==> src/rtl/cfg_pkg.sv <==
// Shared definitions for the TPU configuration access path: register map,
// requester identities and the arbiter state encoding.
package cfg_pkg;

    // Implemented configuration registers
    localparam int unsigned NUM_CFG_REGS = 4;

    localparam logic [7:0] CFG_ADDR_VPU_ACT   = 8'h00;  // VPU activation type
    localparam logic [7:0] CFG_ADDR_CLR_ACC   = 8'h01;  // clear accumulator
    localparam logic [7:0] CFG_ADDR_NORM_EN   = 8'h02;  // normalization enable
    localparam logic [7:0] CFG_ADDR_QUANT_EN  = 8'h03;  // quantization enable

    // Requester identities (bit index into the per-requester port vectors)
    localparam logic REQ_HOST = 1'b0;
    localparam logic REQ_CTRL = 1'b1;

    // Arbiter FSM state encoding
    typedef logic [1:0] cfg_state_t;
    localparam cfg_state_t ST_IDLE       = 2'd0;
    localparam cfg_state_t ST_WAIT_QUIET = 2'd1;
    localparam cfg_state_t ST_EXEC       = 2'd2;
    localparam cfg_state_t ST_RESP       = 2'd3;

    // One-hot response/ready vector for a requester id
    function automatic logic [1:0] req_onehot(input logic id);
        return id ? 2'b10 : 2'b01;
    endfunction

endpackage

==> src/rtl/rr_arbiter2.sv <==
// Two-way round-robin arbiter. Grant is combinational; the priority pointer
// moves to the non-granted requester whenever a grant is accepted.
module rr_arbiter2
    import cfg_pkg::*;
(
    input  logic       clk,
    input  logic       reset,
    input  logic [1:0] req,
    input  logic       accept,
    output logic [1:0] grant
);

    logic ptr;

    // Pointer requester wins a tie; a lone requester always wins
    always_comb begin
        grant = 2'b00;
        if (req == 2'b11) begin
            grant = ptr ? 2'b10 : 2'b01;
        end else begin
            grant = req;
        end
    end

    // Pointer hands priority to the other requester after each accept
    always_ff @(posedge clk) begin
        if (reset) begin
            ptr <= REQ_HOST;
        end else if (accept) begin
            ptr <= ~grant[1];
        end
    end

endmodule

==> src/rtl/config_access_arbiter.sv <==
// Sole master of the configuration register file. Serialises host and
// instruction-controller accesses, defers writes until the datapath is idle
// and returns exactly one response per accepted request.
module config_access_arbiter
    import cfg_pkg::*;
#(
    parameter int unsigned NUM_REGS       = NUM_CFG_REGS,
    parameter int unsigned TIMEOUT_CYCLES = 255
) (
    input  logic             clk,
    input  logic             reset,
    input  logic [1:0]       req_valid,
    output logic [1:0]       req_ready,
    input  logic [1:0]       req_write,
    input  logic [1:0][7:0]  req_addr,
    input  logic [1:0][31:0] req_data,
    output logic [1:0]       rsp_valid,
    input  logic [1:0]       rsp_ready,
    output logic [31:0]      rsp_data,
    output logic             rsp_err,
    input  logic             datapath_busy,
    output logic             cfg_wr_en,
    output logic [7:0]       cfg_reg_addr,
    output logic [31:0]      cfg_reg_data,
    output logic [7:0]       cfg_rd_addr,
    input  logic [31:0]      cfg_rd_data
);

    localparam logic [8:0] NUM_REGS_W   = 9'(NUM_REGS);
    localparam logic [7:0] TIMEOUT_LAST = 8'(TIMEOUT_CYCLES - 1);

    cfg_state_t  state;
    logic        lat_id;
    logic        lat_write;
    logic [7:0]  lat_addr;
    logic [31:0] lat_data;
    logic [7:0]  wait_cnt;

    logic [1:0]  grant;
    logic        handshake;
    logic        gid;
    logic        sel_write;
    logic [7:0]  sel_addr;
    logic [31:0] sel_data;
    logic        sel_bad;

    rr_arbiter2 u_arb (
        .clk    (clk),
        .reset  (reset),
        .req    (req_valid),
        .accept (handshake),
        .grant  (grant)
    );

    // Offer the grant only while idle; select the granted request's fields
    always_comb begin
        req_ready = '0;
        if (state == ST_IDLE && !reset) begin
            req_ready = grant;
        end
        handshake = |req_ready;
        gid       = req_ready[1];
        sel_write = req_write[gid];
        sel_addr  = req_addr[gid];
        sel_data  = req_data[gid];
        sel_bad   = ({1'b0, sel_addr} >= NUM_REGS_W);
    end

    // Register-file write port and response strobe follow the FSM state
    always_comb begin
        cfg_wr_en    = (state == ST_EXEC) && lat_write;
        cfg_reg_addr = lat_addr;
        cfg_reg_data = lat_data;
        rsp_valid    = (state == ST_RESP) ? req_onehot(lat_id) : 2'b00;
    end

    // Transaction sequencing: accept, wait for quiescence, execute, respond.
    // cfg_rd_addr is loaded on acceptance so it is already valid during EXEC.
    always_ff @(posedge clk) begin
        if (reset) begin
            state       <= ST_IDLE;
            lat_id      <= REQ_HOST;
            lat_write   <= 1'b0;
            lat_addr    <= '0;
            lat_data    <= '0;
            wait_cnt    <= '0;
            rsp_data    <= '0;
            rsp_err     <= 1'b0;
            cfg_rd_addr <= '0;
        end else begin
            unique case (state)
                ST_IDLE: begin
                    if (handshake) begin
                        lat_id    <= gid;
                        lat_write <= sel_write;
                        lat_addr  <= sel_addr;
                        lat_data  <= sel_data;
                        if (sel_bad) begin
                            rsp_data <= '0;
                            rsp_err  <= 1'b1;
                            state    <= ST_RESP;
                        end else if (sel_write && datapath_busy) begin
                            wait_cnt <= '0;
                            state    <= ST_WAIT_QUIET;
                        end else begin
                            if (!sel_write) begin
                                cfg_rd_addr <= sel_addr;
                            end
                            state <= ST_EXEC;
                        end
                    end
                end
                ST_WAIT_QUIET: begin
                    if (!datapath_busy) begin
                        state <= ST_EXEC;
                    end else begin
                        wait_cnt <= wait_cnt + 8'd1;
                        if (wait_cnt == TIMEOUT_LAST) begin
                            rsp_data <= '0;
                            rsp_err  <= 1'b1;
                            state    <= ST_RESP;
                        end
                    end
                end
                ST_EXEC: begin
                    rsp_data <= lat_write ? '0 : cfg_rd_data;
                    rsp_err  <= 1'b0;
                    state    <= ST_RESP;
                end
                ST_RESP: begin
                    if (rsp_ready[lat_id]) begin
                        rsp_data <= '0;
                        rsp_err  <= 1'b0;
                        state    <= ST_IDLE;
                    end
                end
                default: state <= ST_IDLE;
            endcase
        end
    end

endmodule

==> config.mk <==
export PLATFORM = sky130hd
export DESIGN_NAME = config_access_arbiter
export DESIGN_NICKNAME = d
export VERILOG_FILES = /design/src/rtl/cfg_pkg.sv /design/src/rtl/rr_arbiter2.sv /design/src/rtl/config_access_arbiter.sv
export SDC_FILE = /design/constraint.sdc
export NUM_CORES = 1
export LEC_CHECK = 0
export ABC_AREA = 1
export CAP_MARGIN = 20
export CORE_UTILIZATION = 37
export DETAILED_ROUTE_END_ITERATION = 10
export PLACE_DENSITY = 0.88
export RECOVER_POWER = 25
export SYNTH_ARGS = -nofsm -noshare
export SYNTH_HDL_FRONTEND = slang
export SYNTH_SLANG_ARGS = --single-unit
==> constraint.sdc <==
create_clock -name clk -period 2.1 [get_ports clk]
set_input_delay 0.42 -clock clk [delete_from_list [all_inputs] [get_ports clk]]
set_output_delay 0.42 -clock clk [all_outputs]
set_load 0.05 [all_outputs]
Yosys cells after proc, flatten, opt, wreduce, memory -nomap -nowiden
Index checks and enable logic that the tools add are counted.
- add/sub/neg operators: 1
- $lt $le $gt $ge: 3
- equal/unequal tests: 13
- mux-type cells: 38
- bitwise gates (word level): 4
- reductions and logical operators: 12
- operators by type and width (kind ; number):
    32-bit 2-to-1 mux ; 8
    32-bit case mux with 4 select lines ; 1
    8-bit 2-to-1 mux ; 6
    2-bit 2-to-1 mux ; 11
    8-bit case mux with 2 select lines ; 1
    5-bit AND reduction ; 3
    2-bit inequality test (second input constant) ; 5
    1-bit 2-to-1 mux ; 9
    8-bit by 1-bit adder with 8-bit output (second input constant) ; 1
    8-bit == test (second input constant) ; 1
    8-bit by 3-bit >= comparator with 1-bit output (second input constant) ; 1
    2-bit case mux with 4 select lines ; 1
    2-bit == test (second input constant) ; 3
    1-bit by 2-bit < comparator with 1-bit output (second input constant) ; 2
    2-bit by 1-bit inequality test with 1-bit output (second input constant) ; 2
    1-bit NOT ; 4
    1-bit case mux with 4 select lines ; 1
    1-bit logical AND ; 3
    3-bit inequality test (second input constant) ; 1
    3-bit AND reduction ; 1
    2-bit by 1-bit == test with 1-bit output (second input constant) ; 1
    2-bit zero test ; 1
    2-bit AND reduction ; 1
    2-bit nonzero test ; 1
    2 further kinds ; 2
- register bits after elaboration: 94

Logic depth before layout (Yosys ltp)
Gate-level depths: netlist of run 1.
- word-level depth: 10
- depth in mapped cells: 17
- mapped depth without buffers: 15

Cells and area by module
From an unflattened synthesis of run 1, not the netlist that was laid out.
- cell total of the unflattened synthesis: 661
- area total of the unflattened synthesis: 4564.4 µm²
- modules (own cells, without submodules) (module ; instances ; cells an instance ; area an instance (µm²) ; sequential area each (µm²)):
    config_access_arbiter ; 1 ; 651 ; 4501.8 ; 1861.8
    rr_arbiter2 ; 1 ; 10 ; 62.6 ; 20.0

Worst setup path after synthesis of run 1
OpenSTA, ideal clock, no wires.
- kind: register to register
- start: register state[0]
- end: register rsp_data[0]
- arrival: 2064 ps
- required time: 1983 ps
- path slack: -80 ps
- cell stages (with the launch flop): 16
- path buffers: 3
- clock period less this slack: 2180 ps
- cells stage by stage: dfxtp_1 > inv_1 > ha_1 > inv_2 > nor2_4 > nand3_2 > buf_2 > nand2_1 > nand2_1 > nor2_1 > and2_4 > nand2_2 > buf_6 > buf_2 > a21oi_1 > nor2_1
- longest elaborated chain between the ends: 8
- elaborated cells between the ends (all ways): 17
- classes of those cells: 1 x order compare; 8 x eq/ne; 4 x mux; 4 x reduce/logical
- RTL lines (what ; line ; source):
    from (decl) ; config_access_arbiter.sv:32 ; cfg_state_t state;
    from (signal assigned) ; config_access_arbiter.sv:81 ; state <= ST_IDLE;
    from (signal assigned) ; config_access_arbiter.sv:101 ; state <= ST_RESP;
    from (signal assigned) ; config_access_arbiter.sv:104 ; state <= ST_WAIT_QUIET;
    2-bit zero test ; config_access_arbiter.sv:58, config_access_arbiter.sv:91 ;
    1-bit logical AND ; config_access_arbiter.sv:58 ; if (state == ST_IDLE && !reset) begin
    2-bit 2-to-1 mux ; config_access_arbiter.sv:58 ;
    8-bit 2-to-1 mux (not written as such) (2 in series) ; config_access_arbiter.sv:64 ; sel_addr = req_addr[gid];
    8-bit by 3-bit >= comparator with 1-bit output ; config_access_arbiter.sv:66 ; sel_bad = ({1'b0, sel_addr} >= NUM_REGS_W);
    2-bit inequality test (no line) ; - ;
    5-bit AND reduction (no line) ; - ;
    to (signal assigned) ; config_access_arbiter.sv:126 ; rsp_data <= lat_write ? '0 : cfg_rd_data;
    to (decl) ; config_access_arbiter.sv:19 ; output logic [31:0] rsp_data,
Parallel ways exist; a longest one is shown, timed or not. The select of a mux whose other input is x is not followed.
A chain may end at the register's enable or synchronous reset.

Worst setup path after layout of run 1
- start: register state[0]
- end: register rsp_data[10]
The elaborated chain is that of the path after synthesis.

==> impl_results.md, run 1 <==
* Outcome: finished with violations
* Failing checks: negative setup slack
* Layout cell share with drive strength beyond 1 at 13.6%
* Critical path arrival at 2.47 ns
* Number of diodes at 0
* Mapped Cells at 616
* Final Hold Fails at 0
* Clk_skew at 0.0150 ns
* Syn_nets at 744
* Vias in the first global route at 4515
* CP Cell Sequence: inv_2 > ha_4 > inv_2 > nor2_4 > buf_6 > nand3_1 > nand2_1 > nand2_2 > nor2_2 > and2_4 > nand2_8 > clkbuf_16 > nand3_1 > nand2_1 > nor2_1
* Nets at 983
* Rel. slew slack at 64.2%
* Die footprint at 12000 um^2
* Routability cong. at 0.826
* Pwr Density at 1240 nW/um^2
* Lkg Pwr at 3.07 nW
* Critical path class: reg -> reg
* Die Y at 110 um
* Top_reg_cell synth: dfxtp_1
* Hold Path Origin: cfg_rd_addr[1]
* CP endpoint kind: register
* Initial Utilization at 38.6%
* Cts hold-fix bufs at 0
* FF-to-FF Start: state[0]
* Largest net degree at the start of global routing at 67
* Synthesized cell area at 4280 um^2
* R2R depth at 15
* Die width at 110 um
* Max Clk Rate at 0.454 GHz
* DP HPWL at 9360 um
* Startpoint Class: register
* Syn_area_per_cell at 6.95 um^2
* H-tree levels at 3
* Part of the Yosys area used for sequential elements at 44.0%
* Pwr Total at 0.00926 W
* Clk_lat worst skew at 0.34 ns
* Post-synthesis async set-or-reset flop share at 0%
* Final-report max-slew violation count at 0
* # rows at 38
* Final hold slack at 0.451 ns
* Routed wire length at 15800 um
* WHS Endpoint: cfg_rd_addr[1]
* Count of cell types in the netlist at 30
* Worst slew pin tran at 0.535 ns
* DRT Pass-1 Iters at 6
* Vias at 5105
* Commonest non-fill, non-tap cells in the layout: 199 x nand2_1, 199 x clkdlybuf4s50_1, 93 x dfxtp_1
* CTS Buf Count at 9
* DRT antenna net count at 0
* Hold Path Stages at 2
* Synth warn at 0
* Pre-CTS setup slack at -0.321 ns
* Area delta synth->final at 74.1%
* Fin crit share at 105%
* Clock Tree Buf Depth at 2
* Tightest Hold Check Type: reg -> reg
* Ports at 207
* Clk slew on worst S/H paths at 0.07 ns
* Vias/cell at 5.11
* CP peak stage delay at 0.33 ns
* Setup ws final at -0.100 ns
* Total grt overflow at 0
* Initial antenna violation count at 0
* Clock sinks at 94
* Setup slack, reg-to-reg at -0.10 ns
* DRC errors left at 0
* Minimum clock period at 2.20 ns
* I/O Buffers at 206
* CTS tree: built
* Total Routing Usage GR at 22.2%
* Reg2reg end: rsp_data[10]
* Crit-path slowest cell: dfxtp_2
* MaxCap Viol Count at 0
* CP Data Required Time at 2.37 ns
* Crit path max fanout at 8
* Routed WL per cell at 15.8 um
* Core area at 11100 um^2
* Max IR drop VDD at 0.986 mV
* Root cell of the clock tree: clkbuf_16
* Global-route wire length before repair at 20700 um
* Post-synth EDFFs at 0
* Starting DRT DRC Count at 458
* RSZ-0062 raised after global routing: true
* Flops & latches, synth at 94
* Final setup vio count at 36
==> power breakdown <==
group | leakage (nW) | internal, W | total, W | switching [W]
clock network | 0.148 | 0.000970 | 0.00171 | 0.000741
logic | 2.15 | 0.00206 | 0.00516 | 0.00310
registers | 0.770 | 0.00217 | 0.00239 | 0.000222
total | 3.07 | 0.00520 | 0.00926 | 0.00406
==> logic make-up (layout without fill, tap and decap cells) <==
logic type      count (synthesis)  in the layout  share of synthesized area, %
xor+xnor                        5              5                          1.02
compound gates                104            104                          13.4
simple gates                  327            328                          31.4
mux                             2              2                         0.468
buf+inv                        77            320                          7.69
fa+ha+maj                       7              7                          2.05
flops                          94             94                          44.0
==> cell usage after synthesis, drive strengths merged (2+ instances only) <==
| library cell | number | share of area, % |
|---|---|---|
| a21oi | 52 | 6.1 |
| a31oi | 34 | 5.0 |
| buf | 18 | 2.5 |
| clkbuf | 20 | 1.8 |
| clkinv | 2 | 0.18 |
| dfxtp | 94 | 44 |
| ha | 7 | 2.0 |
| inv | 37 | 3.2 |
| mux2i | 2 | 0.47 |
| nand2 | 208 | 18 |
| nand3 | 61 | 7.2 |
| nand4 | 3 | 0.44 |
| nor2 | 51 | 4.7 |
| o211ai | 2 | 0.35 |
| o21ai | 13 | 1.5 |
| o31ai | 2 | 0.35 |
| or2 | 2 | 0.29 |
| xnor2 | 2 | 0.41 |
| xor2 | 3 | 0.61 |
==> layout make-up <==
type                    count  area (um^2)
clock buffers              11          243
clock inverters             5         66.3
fillers                   853         3620
inverters                  39          154
multi-input cells         446         2190
flip-flops and latches     94         1880
well taps                 140          175
repair buffers            265         2740
==> per-layer routing <==
metal	up-vias	share of wire, %	track usage (%)
met5	-	0	0
met4	0	2.0	6.76
met3	34	12	8.60
met2	298	49	39.0
met1	2284	37	24.7
li1	2489	-	-
==> state kept, by name, indices dropped and copies added (netlist names) <==
signal        cells
state             2
lat_write         1
rsp_err           1
cfg_rd_addr       8
u_arb.ptr         1
rsp_data         32
wait_cnt          8
cfg_reg_addr      8
cfg_reg_data     32
lat_id            1
==> worst max-delay path by stage <==
stage,cells after the start,startpoint,to,slack [ns]
after detailed placement,13,req_valid[0],rsp_data[21],-0.32
after global placement,13,req_valid[0],rsp_data[28],-0.22
final,15,state[0],rsp_data[10],-0.10
after floorplan,15,state[1],rsp_data[0],0.01
after global routing,15,state[0],rsp_data[10],-0.18
after CTS,9,state[0],req_ready[0],0.001
==> what timing repair did <==
item | 4_1_cts | 5_1_grt
setup endpoints to repair | 32 | 70
gates resized for setup | 9 | 28
pin swaps | 0 | 7
setup buffers | 3 | 13
cloned | 1 | 11
==> stage by stage <==
stage / TNS [ns] / instances / cell area, um^2 / utilization [%]
CTS: 0 / 976 / 7050 / 63.6
global placement: -11.54 / 956 / 6650 / 60.0
global route: -6.06 / 1000 / 7450 / 67.3
finish: -1.62 / 1000 / 7450 / 67.3
detailed placement: -16.76 / 956 / 6650 / 60.0
floorplan: 0 / 616 / 4290 / -
==> worst max-delay path, delay by kind of cell, from the launching register on <==
family	cells	cell delay, ns
buffers and inverters	4	0.47
flip-flops	1	0.33
AND/OR/NAND/NOR	10	1.18
adder cells (fa/ha/maj)	1	0.14
Power figures use the tool's default switching activity.
==> run 2, diff against run 1 <==
--- a/config.mk
+++ b/config.mk
@@ -5,11 +5,10 @@
 export SDC_FILE = /design/constraint.sdc
 export NUM_CORES = 1
 export LEC_CHECK = 0
-export ABC_AREA = 1
 export CAP_MARGIN = 20
-export CORE_UTILIZATION = 37
+export CORE_UTILIZATION = 36
 export DETAILED_ROUTE_END_ITERATION = 10
-export PLACE_DENSITY = 0.88
+export PLACE_DENSITY = 0.87
 export RECOVER_POWER = 25
 export SYNTH_ARGS = -nofsm -noshare
 export SYNTH_HDL_FRONTEND = slang
==> run 2 against run 1 <==
The run now ends clean. Routed wire length down 8.5%. Design area down 4.4%. Hold slack worse by 0.044 ns. Critical endpoint is now cfg_reg_data[22]. Largest cell class unchanged. Highest routed layer unchanged.
==> impl_results.md, run 2 <==
* Die Y at 109 um (was 110 um)
* Total grt overflow at 0 (unchanged)
* Worst slew pin tran at 0.549 ns (was 0.535 ns)
* Ports at 207 (unchanged)
* Syn_nets at 580 (was 744)
* Count of cell types in the netlist at 41 (was 30)
* Vias in the first global route at 4351 (was 4515)
* DRC errors left at 0 (unchanged)
* # rows at 38 (unchanged)
* Outcome: complete, no violations (was finished with violations)
* DP HPWL at 9610 um (was 9360 um)
* Final Hold Fails at 0 (unchanged)
* H-tree levels at 3 (unchanged)
* Clk slew on worst S/H paths at 0.07 ns (about the same)
* Reg2reg end: rsp_err (was rsp_data[10])
* Global-route wire length before repair at 21900 um (was 20700 um)
* Mapped Cells at 452 (was 616)
* R2R depth at 8 (was 15)
* Most frequent cell after synthesis: dfxtp_1 (was nand2_1)
* CP endpoint kind: register (unchanged)
* Post-synth EDFFs at 0 (unchanged)
* MaxCap Viol Count at 0 (unchanged)
* Final hold slack at 0.407 ns (was 0.451 ns)
* Root cell of the clock tree: clkbuf_16 (unchanged)
* Total Routing Usage GR at 24.1% (was 22.2%)
* Commonest non-fill, non-tap cell in the layout: clkdlybuf4s50_1
* Initial Utilization at 37.4% (was 38.6%)
* Routed WL per cell at 17.5 um (was 15.8 um)
* Commonest non-fill, non-tap cells in the layout: 197 x clkdlybuf4s50_1, 92 x dfxtp_1, 87 x nand2_1 (was 199 x nand2_1, 199 x clkdlybuf4s50_1, 93 x dfxtp_1)
* Clock Tree Buf Depth at 2 (unchanged)
* WHS Endpoint: cfg_reg_addr[7] (was cfg_rd_addr[1])
* Hold Path Stages at 3 (was 2)
* Hold Path Origin: req_addr[7] (was cfg_rd_addr[1])
* CP Data Required Time at 2.31 ns (was 2.37 ns)
* Clk_skew at 0.00912 ns (was 0.0150 ns)
* Synth area leader: dfxtp_1 (unchanged)
* Die width at 109 um (was 110 um)
* Post-synthesis async set-or-reset flop share at 0% (unchanged)
* Starting DRT DRC Count at 387 (was 458)
* Critical path arrival at 2.27 ns (was 2.47 ns)
* Pwr Density at 1030 nW/um^2 (was 1240 nW/um^2)
* Routed wire length at 14500 um (was 15800 um)
* Post-Layout Inst Area at 7120 um^2 (was 7450 um^2)
* Final-report max-slew violation count at 0 (unchanged)
* Post-synth top cells: 94 x dfxtp_1, 87 x nand2_1, 50 x nor2_1 (was 206 x nand2_1, 94 x dfxtp_1, 60 x nand3_1)
* Tightest Hold Check Type: in -> reg (was reg -> reg)
* Nets at 811 (was 983)
* Synthesized cell area at 4090 um^2 (was 4280 um^2)
* Lkg Pwr at 2.70 nW (was 3.07 nW)
* Clk_lat worst skew at 0.35 ns (was 0.34 ns)
* Synth warn at 0 (unchanged)
* Top_reg_cell synth: dfxtp_1 (unchanged)
* Max IR drop VDD at 0.581 mV (was 0.986 mV)
* Top cells by area, synth: dfxtp_1 46%, mux2i_1 11%, nand2_1 8.0%, a222oi_1 7.8%, nor2_1 4.6% (was dfxtp_1 44%, nand2_1 18%, nand3_1 7.0%, a21oi_1 6.1%, a31oi_1 5.0%)
* FF-to-FF Start: state[0] (unchanged)
* Flops & latches, synth at 94 (unchanged)
* Die footprint at 11800 um^2 (was 12000 um^2)
* Rel. slew slack at 63.3% (was 64.2%)
* Startpoint Class: input pin (was register)
* Pwr Total at 0.00731 W (was 0.00926 W)
* DRT Pass-1 Iters at 7 (was 6)
* Clock sinks at 94 (unchanged)
* Critical path class: in -> reg (was reg -> reg)
* Fin crit share at 98.1% (was 105%)
* Number of diodes at 0 (unchanged)
* Area delta synth->final at 74.2% (was 74.1%)
* Minimum clock period at 2.06 ns (was 2.20 ns)
* Setup slack, reg-to-reg at 0.07 ns (was -0.10 ns)
* Layout cell share with drive strength beyond 1 at 13.7% (was 13.6%)
* Crit path max fanout at 10 (was 8)
* CTS tree: built (unchanged)
* I/O Buffers at 206 (unchanged)
* Cell area after placement at 6500 um^2 (was 6650 um^2)
* Vias at 4513 (was 5105)
* Largest net degree at the start of global routing at 39 (was 67)
* DRT antenna net count at 0 (unchanged)
* Initial antenna violation count at 0 (unchanged)
* Part of the Yosys area used for sequential elements at 46.0% (was 44.0%)
* Syn_area_per_cell at 9.05 um^2 (was 6.95 um^2)
* Max Clk Rate at 0.485 GHz (was 0.454 GHz)
* Final setup vio count at 0 (was 36)
* Core area at 10900 um^2 (was 11100 um^2)
* Top-area cell type share of the netlist area at 46.0% (was 44.0%)
* Vias/cell at 5.45 (was 5.11)
* RSZ-0062 raised after global routing: true (unchanged)
* CTS Buf Count at 9 (unchanged)
* Routability cong. at 0.872 (was 0.826)
-- run 2: logic make-up (layout without fill, tap and decap cells) --
| group | after synthesis | in the layout | share of synthesized area (%) |
|---|---|---|---|
| AND/OR/NAND/NOR | 174 | 174 | 18.1 |
| flip-flops | 94 | 94 | 46.0 |
| AO/OA/AOI/OAI | 87 | 87 | 17.6 |
| multiplexers | 46 | 47 | 11.3 |
| buffers and inverters | 44 | 279 | 4.74 |
| adder cells (fa/ha/maj) | 7 | 7 | 2.14 |
-- run 2: worst max-delay path: stages --
cell and delay, ns:
clkdlybuf4s50_1 0.49, nor2b_1 0.21, or2_4 0.20, inv_6 0.06
buf_4 0.14, bufbuf_16 0.27, a222oi_1 0.39, nor2_1 0.10
-- run 2: layer usage --
metal	GRT usage, %	part of all wire, %	vias to the layer above
li1	-	-	2108
met1	28.6	40	2155
met2	41.3	50	218
met3	5.55	7.3	32
met4	10.7	2.7	0
met5	0	0	-
-- run 2: final cells by class --
class                      count  area, um^2
clock buffer                  14         264
sequential                    94        1890
inverter                       7        36.3
multi-input combinational    315        2110
tap                          140         175
fill                         853        3810
timing repair buffer         256        2630
clock inverter                 2        16.3
-- run 2: metrics by stage --
stage	utilization, %	std cells	TNS, ns	setup slack (ns)
3_5_place_dp	59.5	796	-20.16	-0.376
5_1_grt	65.1	828	-0.0919	-0.0185
3_3_place_gp	59.5	796	-15.96	-0.302
2_1_floorplan	-	452	0	0.00263
4_1_cts	63.6	818	0	0.0189
6_report	65.1	828	0	0.0398
-- run 2: timing repair --
action	CTS	global route
hold buffers	0	0
gates cloned	3	3
gates resized for setup	11	18
buffers inserted	3	9
setup endpoints to repair	36	52
pin swaps	1	10
-- run 2: where the power goes --
group	internal (W)	total, W	switching (W)
combinational	0.00164	0.00356	0.00192
sequential	0.00203	0.00219	0.000157
clock	0.000872	0.00156	0.000686
-- run 2: worst max-delay path by stage --
stage	start	endpoint	slack, ns	depth (start not counted)
finish	req_valid[0]	cfg_reg_data[22]	0.04	8
global route	state[0]	rsp_data[7]	-0.02	9
CTS	req_valid[1]	req_ready[1]	0.02	6
detailed placement	req_addr[15]	wait_cnt[6]	-0.38	7
global placement	req_addr[15]	wait_cnt[6]	-0.30	7
floorplan	state[0]	rsp_err	0.003	8
==> run 3, diff against run 2 <==
--- a/config.mk
+++ b/config.mk
@@ -5,7 +5,6 @@
 export SDC_FILE = /design/constraint.sdc
 export NUM_CORES = 1
 export LEC_CHECK = 0
-export CAP_MARGIN = 20
 export CORE_UTILIZATION = 36
 export DETAILED_ROUTE_END_ITERATION = 10
 export PLACE_DENSITY = 0.87
==> results of run 3 <==
Same layout as run 2: the final DEF is identical, and so are final timing and power.
==> RTL change, RTL diff (flow settings as in run 3) <==
Register the output `rsp_err` once more, with the module's reset; this adds one clock of latency there. The other outputs are not delayed to match.
--- a/src/rtl/config_access_arbiter.sv
+++ b/src/rtl/config_access_arbiter.sv
@@ -29,4 +29,6 @@
     localparam logic [8:0] NUM_REGS_W   = 9'(NUM_REGS);
     localparam logic [7:0] TIMEOUT_LAST = 8'(TIMEOUT_CYCLES - 1);
+
+    logic rsp_err_s0;
 
     cfg_state_t  state;
@@ -86,5 +88,5 @@
             wait_cnt    <= '0;
             rsp_data    <= '0;
-            rsp_err     <= 1'b0;
+            rsp_err_s0  <= 1'b0;
             cfg_rd_addr <= '0;
         end else begin
@@ -98,5 +100,5 @@
                         if (sel_bad) begin
                             rsp_data <= '0;
-                            rsp_err  <= 1'b1;
+                            rsp_err_s0 <= 1'b1;
                             state    <= ST_RESP;
                         end else if (sel_write && datapath_busy) begin
@@ -118,5 +120,5 @@
                         if (wait_cnt == TIMEOUT_LAST) begin
                             rsp_data <= '0;
-                            rsp_err  <= 1'b1;
+                            rsp_err_s0 <= 1'b1;
                             state    <= ST_RESP;
                         end
@@ -125,5 +127,5 @@
                 ST_EXEC: begin
                     rsp_data <= lat_write ? '0 : cfg_rd_data;
-                    rsp_err  <= 1'b0;
+                    rsp_err_s0 <= 1'b0;
                     state    <= ST_RESP;
                 end
@@ -131,5 +133,5 @@
                     if (rsp_ready[lat_id]) begin
                         rsp_data <= '0;
-                        rsp_err  <= 1'b0;
+                        rsp_err_s0 <= 1'b0;
                         state    <= ST_IDLE;
                     end
@@ -140,4 +142,12 @@
     end
 
+    always_ff @(posedge clk) begin
+        if (reset) begin
+            rsp_err <= '0;
+        end else begin
+            rsp_err <= rsp_err_s0;
+        end
+    end
+
 endmodule
 
Check against the original RTL: not equivalent (Yosys sat finds a counterexample within 4 cycles, from zero or initial values and one cycle with reset high).
==> RTL change against run 3 <==
Synthesized area decreased by 3.3%; power decreased by 3.2%; cell area decreased by 3.4%; final cell count decreased by 3.9%; routed wire length decreased by 5.8%; setup slack got worse by 0.013 ns; via count decreased by 5.0%; sequential power increased by 2%; non-clock buffer count decreased by 7; sequential cell count increased by 1; count of clock-buffer cells in the layout decreased by 3; highest routed layer unchanged.
==> RTL change: results (changes against run 3) <==
Worst setup path
  – Worst R2R Setup Slack: 0.03 ns (-0.04 ns)
  – CP startpoint kind: flop
  – Critical R2R Capture: rsp_err_s0$_SDFFE_PP0P_
  – Worst EP arrival: 2.34 ns (+0.07 ns)
  – Max incr delay on CP: 0.35 ns (-0.14 ns)

Final layout
  – Clock buffers: 11 (-3)
  – Post-layout nets: 783 (-3.5%)
  – Multi-input logic portion of the cell area: 29.4% (-0.23 points)
  – Area grow syn2layout: 74.1% (about the same)
  – ClkCell Share: 3.34% (-0.59 points)
  – Data-path buffer share of cell area in the final layout: 36.8% (-0.086 points)

Power
  – Internal power: 4.33 mW (-4.8%)
  – Psw: 2.75 mW (-0.59%)
  – Leakage: 2.48 nW (-8.3%)
  – Comb. pwr: 3.46 mW (-3%)
  – Share of power burned in registers: 31.6% (+1.6 points)

Route
  – Detailed Route WL: 13700 um (-5.8%)

Place
  – Dpl hpwl: 9520 um (-0.98%)
  – Gpl congestion: 0.784 (-10%)
  – Post-Place Cells: 773 (-2.9%)

Logic synthesis
  – Part of the Yosys area used for sequential elements: 48.1% (+2.1 points)
  – Most instantiated cells after synthesis: dfxtp_1 (95), nor2_1 (53), nand3_1 (38), nand2b_1 (35), a222oi_1 (32)
  – Syn Nets: 557 (-4.0%)

Run status
  – Outcome: finished, final reports clean

Worst hold path
  – Tightest Hold Check Type: flop to flop

Global routing
  – Largest net degree at the start of global routing: 85 (+120%)

Floorplanning
  – Tap Cells: 136 (-2.9%)
[RTL change: per-layer routing]
metal / global-route usage [%] / up-vias / part of all wire (%) / routed length, um
li1: - / 2007 / - / -
met1: 25.7 / 2028 / 38 / 5180
met2: 40.4 / 218 / 51 / 6920
met3: 7.66 / 35 / 8.5 / 1160
met4: 11.0 / 0 / 2.8 / 388
met5: 0 / - / 0 / 0
[RTL change: cell families (layout without fill, tap and decap cells)]
kind of cell | count (synthesis) | in the layout | synth area share (%)
AND/OR/NAND/NOR | 169 | 169 | 21.4
adder cells (fa/ha/maj) | 7 | 7 | 2.22
flip-flops | 95 | 95 | 48.1
buffers and inverters | 38 | 269 | 4.62
multiplexers | 15 | 15 | 4.21
XOR/XNOR | 3 | 3 | 0.665
AO/OA/AOI/OAI | 102 | 102 | 18.7
[RTL change: repair_timing]
action	in CTS	in global routing
cloned	2	2
resized for setup	10	32
endpoints found under the hold margin	0	0
buffers inserted	1	3
pin swaps	1	14
endpoints found under the setup margin	22	38
hold buffers	0	0
